`src/rtl/param_seq_detector.sv`:
```
// Runtime-programmable serial pattern detector: loadable pattern/length/overlap,
// valid-qualified input, registered one-cycle match strobe and saturating match count.
module param_seq_detector #(
  parameter int MAX_LEN = 8,
  parameter int CNT_W   = 8,
  parameter int LEN_W   = $clog2(MAX_LEN + 1)
) (
  input  logic               clk,
  input  logic               rst,
  input  logic               in,
  input  logic               in_valid,
  input  logic               cfg_load,
  input  logic [MAX_LEN-1:0] cfg_pattern,
  input  logic [LEN_W-1:0]   cfg_len,
  input  logic               cfg_overlap,
  output logic               out,
  output logic [CNT_W-1:0]   match_count,
  output logic               cfg_err,
  output logic               armed
);

  typedef enum logic {IDLE, RUN} state_t;

  localparam logic [LEN_W-1:0] MAXL = LEN_W'(MAX_LEN);

  state_t             state, state_nx;
  logic [MAX_LEN-1:0] pat_q, pat_nx;
  logic [MAX_LEN-1:0] hist_q, hist_nx;
  logic [MAX_LEN-1:0] nh, mask;
  logic [LEN_W-1:0]   len_q, len_nx;
  logic [LEN_W-1:0]   fill_q, fill_nx;
  logic               ovl_q, ovl_nx;
  logic               out_nx, err_nx;
  logic [CNT_W-1:0]   cnt_nx;
  logic               len_ok, fill_ok, hit;

  assign armed  = (state == RUN);
  assign len_ok = (cfg_len != '0) && (cfg_len <= MAXL);
  assign nh     = {hist_q[MAX_LEN-2:0], in};

  always_comb begin
    mask = '0;
    for (int unsigned i = 0; i < MAX_LEN; i++) begin
      if (i < 32'(len_q)) mask[i] = 1'b1;
    end
  end

  // fill+1 >= len, evaluated one bit wider so fill = MAX_LEN cannot wrap
  assign fill_ok = (({1'b0, fill_q} + (LEN_W+1)'(1)) >= {1'b0, len_q});
  assign hit     = fill_ok && (((nh ^ pat_q) & mask) == '0);

  always_comb begin
    state_nx = state;
    pat_nx   = pat_q;
    len_nx   = len_q;
    ovl_nx   = ovl_q;
    hist_nx  = hist_q;
    fill_nx  = fill_q;
    cnt_nx   = match_count;
    err_nx   = cfg_err;
    out_nx   = 1'b0;

    if (cfg_load) begin
      hist_nx = '0;
      fill_nx = '0;
      cnt_nx  = '0;
      if (len_ok) begin
        pat_nx   = cfg_pattern;
        len_nx   = cfg_len;
        ovl_nx   = cfg_overlap;
        err_nx   = 1'b0;
        state_nx = RUN;
      end else begin
        err_nx   = 1'b1;
        state_nx = IDLE;
      end
    end else if (state == RUN && in_valid) begin
      out_nx = hit;
      if (hit && match_count != '1) cnt_nx = match_count + CNT_W'(1);
      if (hit && !ovl_q) begin
        hist_nx = '0;
        fill_nx = '0;
      end else begin
        hist_nx = nh;
        fill_nx = (fill_q == MAXL) ? fill_q : fill_q + LEN_W'(1);
      end
    end
  end

  always_ff @(posedge clk) begin
    if (rst) begin
      state       <= IDLE;
      pat_q       <= '0;
      len_q       <= '0;
      ovl_q       <= 1'b0;
      hist_q      <= '0;
      fill_q      <= '0;
      out         <= 1'b0;
      match_count <= '0;
      cfg_err     <= 1'b0;
    end else begin
      state       <= state_nx;
      pat_q       <= pat_nx;
      len_q       <= len_nx;
      ovl_q       <= ovl_nx;
      hist_q      <= hist_nx;
      fill_q      <= fill_nx;
      out         <= out_nx;
      match_count <= cnt_nx;
      cfg_err     <= err_nx;
    end
  end

endmodule

```
`config.mk`:
```
export PLATFORM = sky130hd
export DESIGN_NAME = param_seq_detector
export DESIGN_NICKNAME = d
export VERILOG_FILES = /design/src/rtl/param_seq_detector.sv
export SDC_FILE = /design/constraint.sdc
export NUM_CORES = 1
export LEC_CHECK = 0
export ABC_AREA = 1
export ABC_CLOCK_PERIOD_IN_PS = 2610
export CAP_MARGIN = 20
export CORE_MARGIN = 5
export CORE_UTILIZATION = 54
export DETAILED_ROUTE_END_ITERATION = 8
export PLACE_DENSITY = 0.8
export SLEW_MARGIN = 40
export SYNTH_ARGS = -nofsm -noshare
export SYNTH_HDL_FRONTEND = slang
export SYNTH_SLANG_ARGS = --single-unit
export TNS_END_PERCENT = 10
```
`constraint.sdc`:
```
create_clock -name clk -period 2.61 [get_ports clk]
set_input_delay 0.6525 -clock clk [delete_from_list [all_inputs] [get_ports clk]]
set_output_delay 0.6525 -clock clk [all_outputs]
set_load 0.02 [all_outputs]
```
-- Word-level counts from Yosys, hierarchy flattened
Index checks and enable logic that the tools add are counted.
- bits in registers: 35
- input bits: 18
- output and inout port bits: 11
- word-level logic and storage cells: 54
- $add $sub $neg: 3
- $lt $le $gt $ge: 10
- eq/ne operators: 3
- multiplexer cells: 13
- bitwise gates (word level): 3
- reductions and logical operators: 13
- operators with widths (cell ; count):
    $lt A3 B4 Y1 const A ; 4
    $mux W1 ; 10
    $add A8 B1 Y8 const B ; 1
    $and A8 B8 Y8 ; 1
    $logic_not A8 Y1 ; 1
    $lt A1 B4 Y1 const A ; 2
    $lt A2 B4 Y1 const A ; 2
    $mux W4 ; 2
    $ne A8 B8 Y1 const B ; 1
    $xor A8 B8 Y8 ; 1
    $mux W7 ; 1
    $reduce_and A2 Y1 ; 3
    $add A4 B1 Y5 const B ; 1
    $ge A5 B4 Y1 ; 1
    $logic_and A1 B1 Y1 ; 5
    $add A4 B1 Y4 const B ; 1
    $eq A4 B4 Y1 const B ; 1
    $le A4 B4 Y1 const B ; 1
    $reduce_bool A4 Y1 ; 1
    $reduce_or A3 Y1 ; 1
    $ne A2 B2 Y1 const B ; 1
    $reduce_or A2 Y1 ; 1
    $logic_not A1 Y1 ; 1
    $not A1 Y1 ; 1

-- Longest topological paths before layout
Gate-level depths: netlist (run 1).
- depth after elaboration: 8
- depth in mapped cells: 13
- mapped depth without buffers: 12

-- Worst setup path before layout (run 1)
No wires, ideal clock.
- path type: register to register
- start: reg fill_q[0]
- end: reg match_count[6]
- library setup time: 0.132 ns
- arrival time: 1.798 ns
- data required time: 2.478 ns
- slack: 0.680 ns
- cell stages (with the launch flop): 13
- path buffers: 0
- period minus slack after synthesis: 1.930 ns
- path through: dfxtp_1 -> ha_1 -> xor2_1 -> ha_1 -> nand2_1 -> inv_1 -> nand4_1 -> nand4_4 -> inv_2 -> nor2_8 -> nand3_4 -> nand2_1 -> a21oi_1
- cells in the longest elaborated chain, start to end: 5
- RTL lines (element ; line ; RTL):
    from (decl) ; 31 ; logic [LEN_W-1:0] fill_q, fill_nx;
    from (signal assigned) ; 107 ; fill_q <= fill_nx;
    $add A4 B1 Y5 ; 49 ; assign fill_ok = (({1'b0, fill_q} + (LEN_W+1)'(1)) >= {1'b0, len_q});
    $ge A5 B4 Y1 ; 49 ;
    $logic_and A1 B1 Y1 ; 50 ; assign hit = fill_ok && (((nh ^ pat_q) & mask) == '0);
    $logic_and A1 B1 Y1 ; 79 ; if (hit && match_count != '1) cnt_nx = match_count + CNT_W'(1);
    $reduce_and A2 Y1 (no line) ; - ;
    to (signal assigned) ; 109 ; match_count <= cnt_nx;
    to (decl) ; 17 ; output logic [CNT_W-1:0] match_count,
No other way between the ends.
A chain may end at the register's enable or synchronous reset.

-- Final worst setup path (run 1)
- start: reg fill_q[0]
- end: reg fill_q[1]
- cells in the longest elaborated chain, start to end: 6
- elaborated cells between the ends (all ways): 10
- classes of those cells: 2 x add/sub; 1 x order compare; 2 x eq/ne; 2 x mux; 3 x reduce/logical
- RTL lines (element ; line ; RTL):
    $add A4 B1 Y5 ; 49 ;
    $ge A5 B4 Y1 ; 49 ;
    $logic_and A1 B1 Y1 ; 50 ;
    $logic_and A1 B1 Y1 ; 80 ; if (hit && !ovl_q) begin
    $ne A2 B2 Y1 (no line) ; - ;
    $reduce_and A2 Y1 (no line) ; - ;
Parallel ways exist; a longest one is shown, timed or not. The select of a mux whose other input is x is not followed.

==> results of run 1 <==
-- metal layers --
layer	GRT usage, %	part of all wire, %	vias up
met5	0	0	-
met4	4.68	1.2	0
met2	26.9	46	29
met3	5.31	4.0	6
met1	24.0	49	799
li1	-	-	946
-- per-stage QoR --
stage	power [uW]	util (%)	area, um^2
3_5_place_dp	806	67.6	2310
3_3_place_gp	801	67.6	2310
5_1_grt	1130	69.1	2360
4_1_cts	1080	69.1	2360
6_report	1070	69.1	2360
2_1_floorplan	747	-	1960
-- cells in the mapped netlist, types with 3 or more instances --
cell	number	share of area (%)
a21oi_1	23	5.9
clkbuf_1	3	0.57
dfxtp_1	35	36
ha_1	7	4.5
inv_1	42	8.0
inv_2	3	0.57
nand2_1	65	12
nand2_2	5	1.6
nand3_1	22	5.6
nand3_2	8	4.1
nand4_1	10	3.2
nor2_1	13	2.5
o21ai_0	6	1.5
o22ai_1	7	2.2
xnor2_1	3	1.3
xor2_1	5	2.2
-- flip-flops by register name, summed over array words and instances (netlist names) --
register	count
armed	1
cfg_err	1
fill_q	4
hist_q	7
len_q	4
match_count	8
out	1
ovl_q	1
pat_q	8
-- cells by family (layout without fill, tap and decap cells) --
logic type | Yosys count | in the layout | share of synthesized area [%]
AOI/OAI and AO/OA | 36 | 36 | 9.63
xor gates and xnor gates | 8 | 8 | 3.57
adders and majority gates | 7 | 7 | 4.46
buffers and inverters | 50 | 86 | 10.0
DFF | 35 | 35 | 35.7
and+or+nand+nor | 133 | 133 | 36.6
-- worst min path at each step --
stage | start | end | slack (ns) | cells after the start
after global routing | pat_q[4] | pat_q[4] | 0.50 | 2
after CTS | pat_q[0] | pat_q[0] | 0.48 | 2
after detailed placement | pat_q[0] | pat_q[0] | 0.46 | 2
after floorplan | pat_q[1] | pat_q[1] | 0.43 | 2
after global placement | pat_q[2] | pat_q[2] | 0.46 | 2
final | pat_q[4] | pat_q[4] | 0.48 | 2
-- power breakdown --
| part | leakage [uW] | internal (uW) | switching, uW |
|---|---|---|---|
| Combinational | 0.000671 | 93.9 | 139 |
| Clock | 0.0000293 | 105 | 171 |
| Sequential | 0.000285 | 551 | 11.9 |
| Total | 0.000985 | 750 | 322 |
-- worst reg2reg max path: stages (launching register included) --
cell and delay, ns:
dfxtp_1 0.43, ha_1 0.23, xor2_1 0.27, ha_1 0.32, nand2_1 0.08, inv_1 0.04, nand4_1 0.12, nand4_4 0.13
nand4_4 0.17, nand2_2 0.13, a21oi_1 0.16, nor2_1 0.06
-- layout make-up --
type,instances,area [um^2],area share (%)
Multi-Input combinational cell,184,1060,45.1
Sequential cell,35,701,29.7
Timing Repair Buffer,33,318,13.5
Inverter,45,169,7.16
Tap cell,46,57.6,2.44
Clock buffer,7,45.0,1.91
Clock inverter,1,5.00,0.212
==> out/results.tsv, run 1 <==
stage	metric	value	unit
outcome	status	complete, no violations	
worst_setup_path	arrival	2.48	ns
timing	min_period_over_period	85.7	%
clocking	insertion_delay	0.34	ns
yosys	yosysWarnings	0	
finish	fin_cells	351	
worst_setup_path	worstPathRequired	2.86	ns
timing	rsz0062_at_grt	false	
clocking	ctsResizeCount	0	
drt	drt_iter0_drc	77	
die	die_h	70.3	um
run	drv_cap	0	
grt	grt_max_degree	16	
placed_design	pre_cts_ws	0.300	ns
worst_hold_path	timing.hold.worst.class	flip-flop to flip-flop	
placed_design	placed_cells	343	
clocking	hold_buffers	0	
finish	fill_cells	319	
worst_setup_path	worst_path_largest_cell_delay	0.43	ns
finish	syn_to_final_growth	20.3	%
yosys	synthCells	269	
placed_design	hpwl	3210	um
die	die_x	70.3	um
placed_design	io_buffers	28	
worst_setup_path	critPathCapture	fill_q[1]	
worst_setup_path	path_depth	11	
clocking	cts_tree	built	
grt	grt_antenna_before_repair	0	
drt	vias	1780	
die	die-area	0.00494	mm^2
worst_setup_path	critPathLaunchType	flip-flop	
clocking	clk_pin_slew	0.10	ns
worst_setup_path	crit_path_end_kind	flip-flop	
worst_setup_path	path_cells	ha_1 > xor2_1 > ha_1 > nand2_1 > inv_1 > nand4_1 > nand4_4 > nand4_4 > nand2_2 > a21oi_1 > nor2_1	
timing	finalClockSkew	0.00715	ns
worst_setup_path	worstSetupPathType	flip-flop to flip-flop	
drt	routed_wl	4100	um
power_and_ir_drop	power.density	454	mW/mm^2
die	rows	21	
worst_setup_path	crit_start	fill_q[0]	
clocking	clkSinkCount	35	
timing	hold_ws	0.475	ns
timing	fin_crit	2.24	ns
finish	antenna_cells	0	
timing	worstMarginPinSlew	0.444	ns
yosys	synth_cell_types	25	
worst_setup_path	ff2ff_setup_slack	0.37	ns
clocking	htreeDepth	2	
timing	finalSetupTns	0	ns
yosys	async_flop_share	0	%
finish	drive_gt1_share	11.5	%
grt	track_usage	17.6	%
yosys	synth_area_per_cell	7.29	um^2
placed_design	routabilityCongestion	0.849	
clocking	cts_buffers	5	
worst_setup_path	path_max_fanout	12	
yosys	ys_ff_latch	35	
clocking	cts.path.max_buffers	2	
worst_setup_path	cpMaxStageDelayCell	dfxtp_1	
drt	wl_per_cell	11.7	um
finish	final_common_cell	nand2_1	
finish	final_cell_mix	nand2_1, inv_1, dfxtp_1, clkdlybuf4s50_1, a21oi_1	
finish	fin_nets	329	
worst_setup_path	cp_top_family	simple AND/OR/NAND/NOR gates	
power_and_ir_drop	peakVddDrop	310	uV
clocking	clock-root-buffer	clkbuf_4	
timing	slew_headroom	70.3	%
die	start_util	57.4	%
worst_setup_path	rr_startpoint	fill_q[0]	
drt	dr.pass1.iters	4	
power_and_ir_drop	leakage	0.000985	uW
drt	ant_nets	0	
worst_setup_path	reg2reg_depth	11	
grt	globalRouteOverflowTotal	0	
grt	grt_pass1_wl	7040	um
yosys	synth_fp_nets	294	
worst_setup_path	path_buf_inv	1	
drt	via_per_inst	5.07	
yosys	yosysSeqAreaShare	35.7	%
yosys	syn_area	0.00196	mm^2
drt	remaining_drc_errors	0	
timing	fin_ws	0.373	ns
yosys	synth-edff-count	0	
die	io_pins	29	
timing	clock.fmax	447	MHz
timing	final-setup-viol-count	0	
timing	timing.final.hold_violations	0	
die	core_area	0.00342	mm^2
clocking	cts_setup_buffers	0	
yosys	ys.flop_type	dfxtp_1	
timing	drv_slew	0	
worst_setup_path	r2r-end	fill_q[1]	
grt	grt_pass1_vias	1552	
Power figures use the tool's default switching activity.
==> run 2: changes to the inputs <==
- SKIP_CTS_REPAIR_TIMING: unset -> 1
==> results of run 2 <==
Same layout as run 1: the final DEF is identical, and so are final timing and power.
==> run 3: changes to the inputs <==
- GPL_TIMING_DRIVEN: unset -> 0
- MAX_ROUTING_LAYER: unset -> met4
==> run 3 against run 2 <==
  * Clock power down 3%
  * Worst setup slack better by 0.067 ns
  * Design area shrank 0.79%
  * Via count decreased by 0.73%
  * Non-clock buffer count unchanged
  * Global-route usage rose by 0.79 points
  * Fmax up 3.1%
  * Sequential share of layout area up 0.24 points
  * Clock-buffer cell count fell by 1
  * Highest routed layer unchanged
==> out/results.tsv, run 3 (synthesized netlist as in run 1, its figures left out) <==
stage	metric	value	unit
die	rows	21	
drt	drt_iter0_drc	85	
outcome	status	complete, no violations	
worst_setup_path	worstSetupPathType	flip-flop to flip-flop	
finish	regArea	701	um^2
finish	fin_nets	329	
timing	slew_headroom	68.9	%
drt	via_per_inst	5.06	
power_and_ir_drop	power.density	457	mW/mm^2
grt	grt_max_degree	11	
grt	globalRouteOverflowTotal	0	
timing	finalClockSkew	0.00440	ns
grt	track_usage	18.4	%
timing	clock.fmax	461	MHz
timing	final-setup-viol-count	0	
die	core_area	0.00342	mm^2
clocking	cts.path.max_buffers	2	
drt	wl_met2	1890	um
finish	antenna_cells	0	
worst_setup_path	path_max_fanout	9	
timing	rsz0062_at_grt	false	
drt	ant_nets	0	
power_and_ir_drop	clkPwrFrac	25.1	%
power_and_ir_drop	pwr-share-seq	52.7	%
clocking	cts_tree	built	
clocking	cts_buffers	5	
timing	timing.final.hold_violations	0	
grt	grt_pass1_wl	7180	um
clocking	htreeDepth	2	
placed_design	routabilityCongestion	0.838	
drt	vias	1767	
drt	wl_met3	171	um
die	die-area	0.00494	mm^2
drt	dr.pass1.iters	4	
grt	grt_pass1_vias	1527	
power_and_ir_drop	switchingPower	323	uW
run	drv_cap	0	
worst_setup_path	worstPathRequired	2.83	ns
timing	min_period_over_period	83.1	%
die	die_x	70.3	um
finish	final_common_cell	nand2_1	
die	io_pins	29	
worst_hold_path	timing.hold.worst.class	flip-flop to flip-flop	
timing	drv_slew	0	
drt	remaining_drc_errors	0	
clocking	clock-root-buffer	clkbuf_4	
drt	routed_wl	4130	um
drt	wl_per_cell	11.8	um
finish	syn_to_final_growth	19.3	%
drt	routed.top_layer	met4	
grt	grt_antenna_before_repair	0	
finish	drive_gt1_share	10.2	%
placed_design	hpwl	3190	um
finish	fill_cells	308	
power_and_ir_drop	peakVddDrop	278	uV
finish	final_cell_mix	nand2_1, inv_1, dfxtp_1, clkdlybuf4s50_1, a21oi_1	
timing	fin_crit	2.17	ns
worst_setup_path	critPathLaunchType	flip-flop	
worst_setup_path	worst_path_largest_cell_delay	0.43	ns
timing	worstMarginPinSlew	0.465	ns
finish	multi_input_area	0.00106	mm^2
worst_setup_path	cpMaxStageDelayCell	dfxtp_1	
worst_setup_path	cp_top_family	simple AND/OR/NAND/NOR gates	
finish	largest_registers	match_count: 8 flops, pat_q: 8 flops, hist_q: 7 flops	
worst_setup_path	path_buf_inv	3	
drt	drt-met1-wl	2020	um
worst_setup_path	path_cells	inv_1 > ha_1 > ha_1 > nand2_1 > inv_1 > nand4_1 > nand4_4 > inv_2 > nor2_8 > nand3_4 > nand2_1 > a21oi_1	
timing	finalSetupTns	0	ns
worst_setup_path	arrival	2.39	ns
power_and_ir_drop	leakage	0.000971	uW
die	die_h	70.3	um
die	start_util	57.4	%
worst_setup_path	crit_path_end_kind	flip-flop	
power_and_ir_drop	p_int	745	uW
placed_design	io_buffers	28	
timing	hold_ws	0.473	ns
clocking	clkSinkCount	35	
clocking	clk_pin_slew	0.10	ns
power_and_ir_drop	p_sw_share	30.3	%
power_and_ir_drop	p_comb_share	22.2	%
clocking	insertion_delay	0.34	ns
[run 3: tightest hold or removal path, cell delays in order (launching register included)]
cell and delay [ns]:
dfxtp_1 0.32, inv_1 0.06, a21oi_1 0.05
[run 3: area by class of cell]
| class | count | area share [%] |
|---|---|---|
| flip-flops and latches | 35 | 29.9 |
| plain buffers | 5 | 1.18 |
| clock buffers | 6 | 1.76 |
| inverters | 45 | 7.22 |
| repair buffers | 28 | 12.0 |
| multi-input cells | 184 | 45.5 |
| well taps | 46 | 2.46 |
[run 3: power groups by stage]
stage               Combinational (uW)  Clock (uW)  Sequential, uW
finish                             237         268             563
global route                       263         301             566
CTS                                239         274             563
detailed placement                 237           0             575
global placement                   235           0             575
floorplan                          172           0             576
[run 3: per-layer routing]
layer,GRT usage [%],up-vias
met2,26.5,35
met4,4.47,0
li1,-,943
met3,5.31,5
met1,25.3,784
met5,-,-
[run 3: worst paths after layout]
path	startpoint	endpoint	slack, ns	depth (start not counted)
worst max-delay path	fill_q[0]	match_count[7]	0.44	12
worst min-delay path	pat_q[2]	pat_q[2]	0.47	2
worst max register to register	fill_q[0]	match_count[7]	0.44	12
worst min register to register	pat_q[2]	pat_q[2]	0.47	2
[run 3: through the flow]
stage          area [um^2]  util (%)  cells  worst slack [ns]  power (uW)
2_1_floorplan         1960         -    269             0.680         747
3_3_place_gp          2300      67.3    343             0.312         809
3_5_place_dp          2300      67.3    343             0.296         812
4_1_cts               2340      68.5    349             0.418        1080
5_1_grt               2340      68.5    349             0.237        1130
6_report              2340      68.5    349             0.440        1070
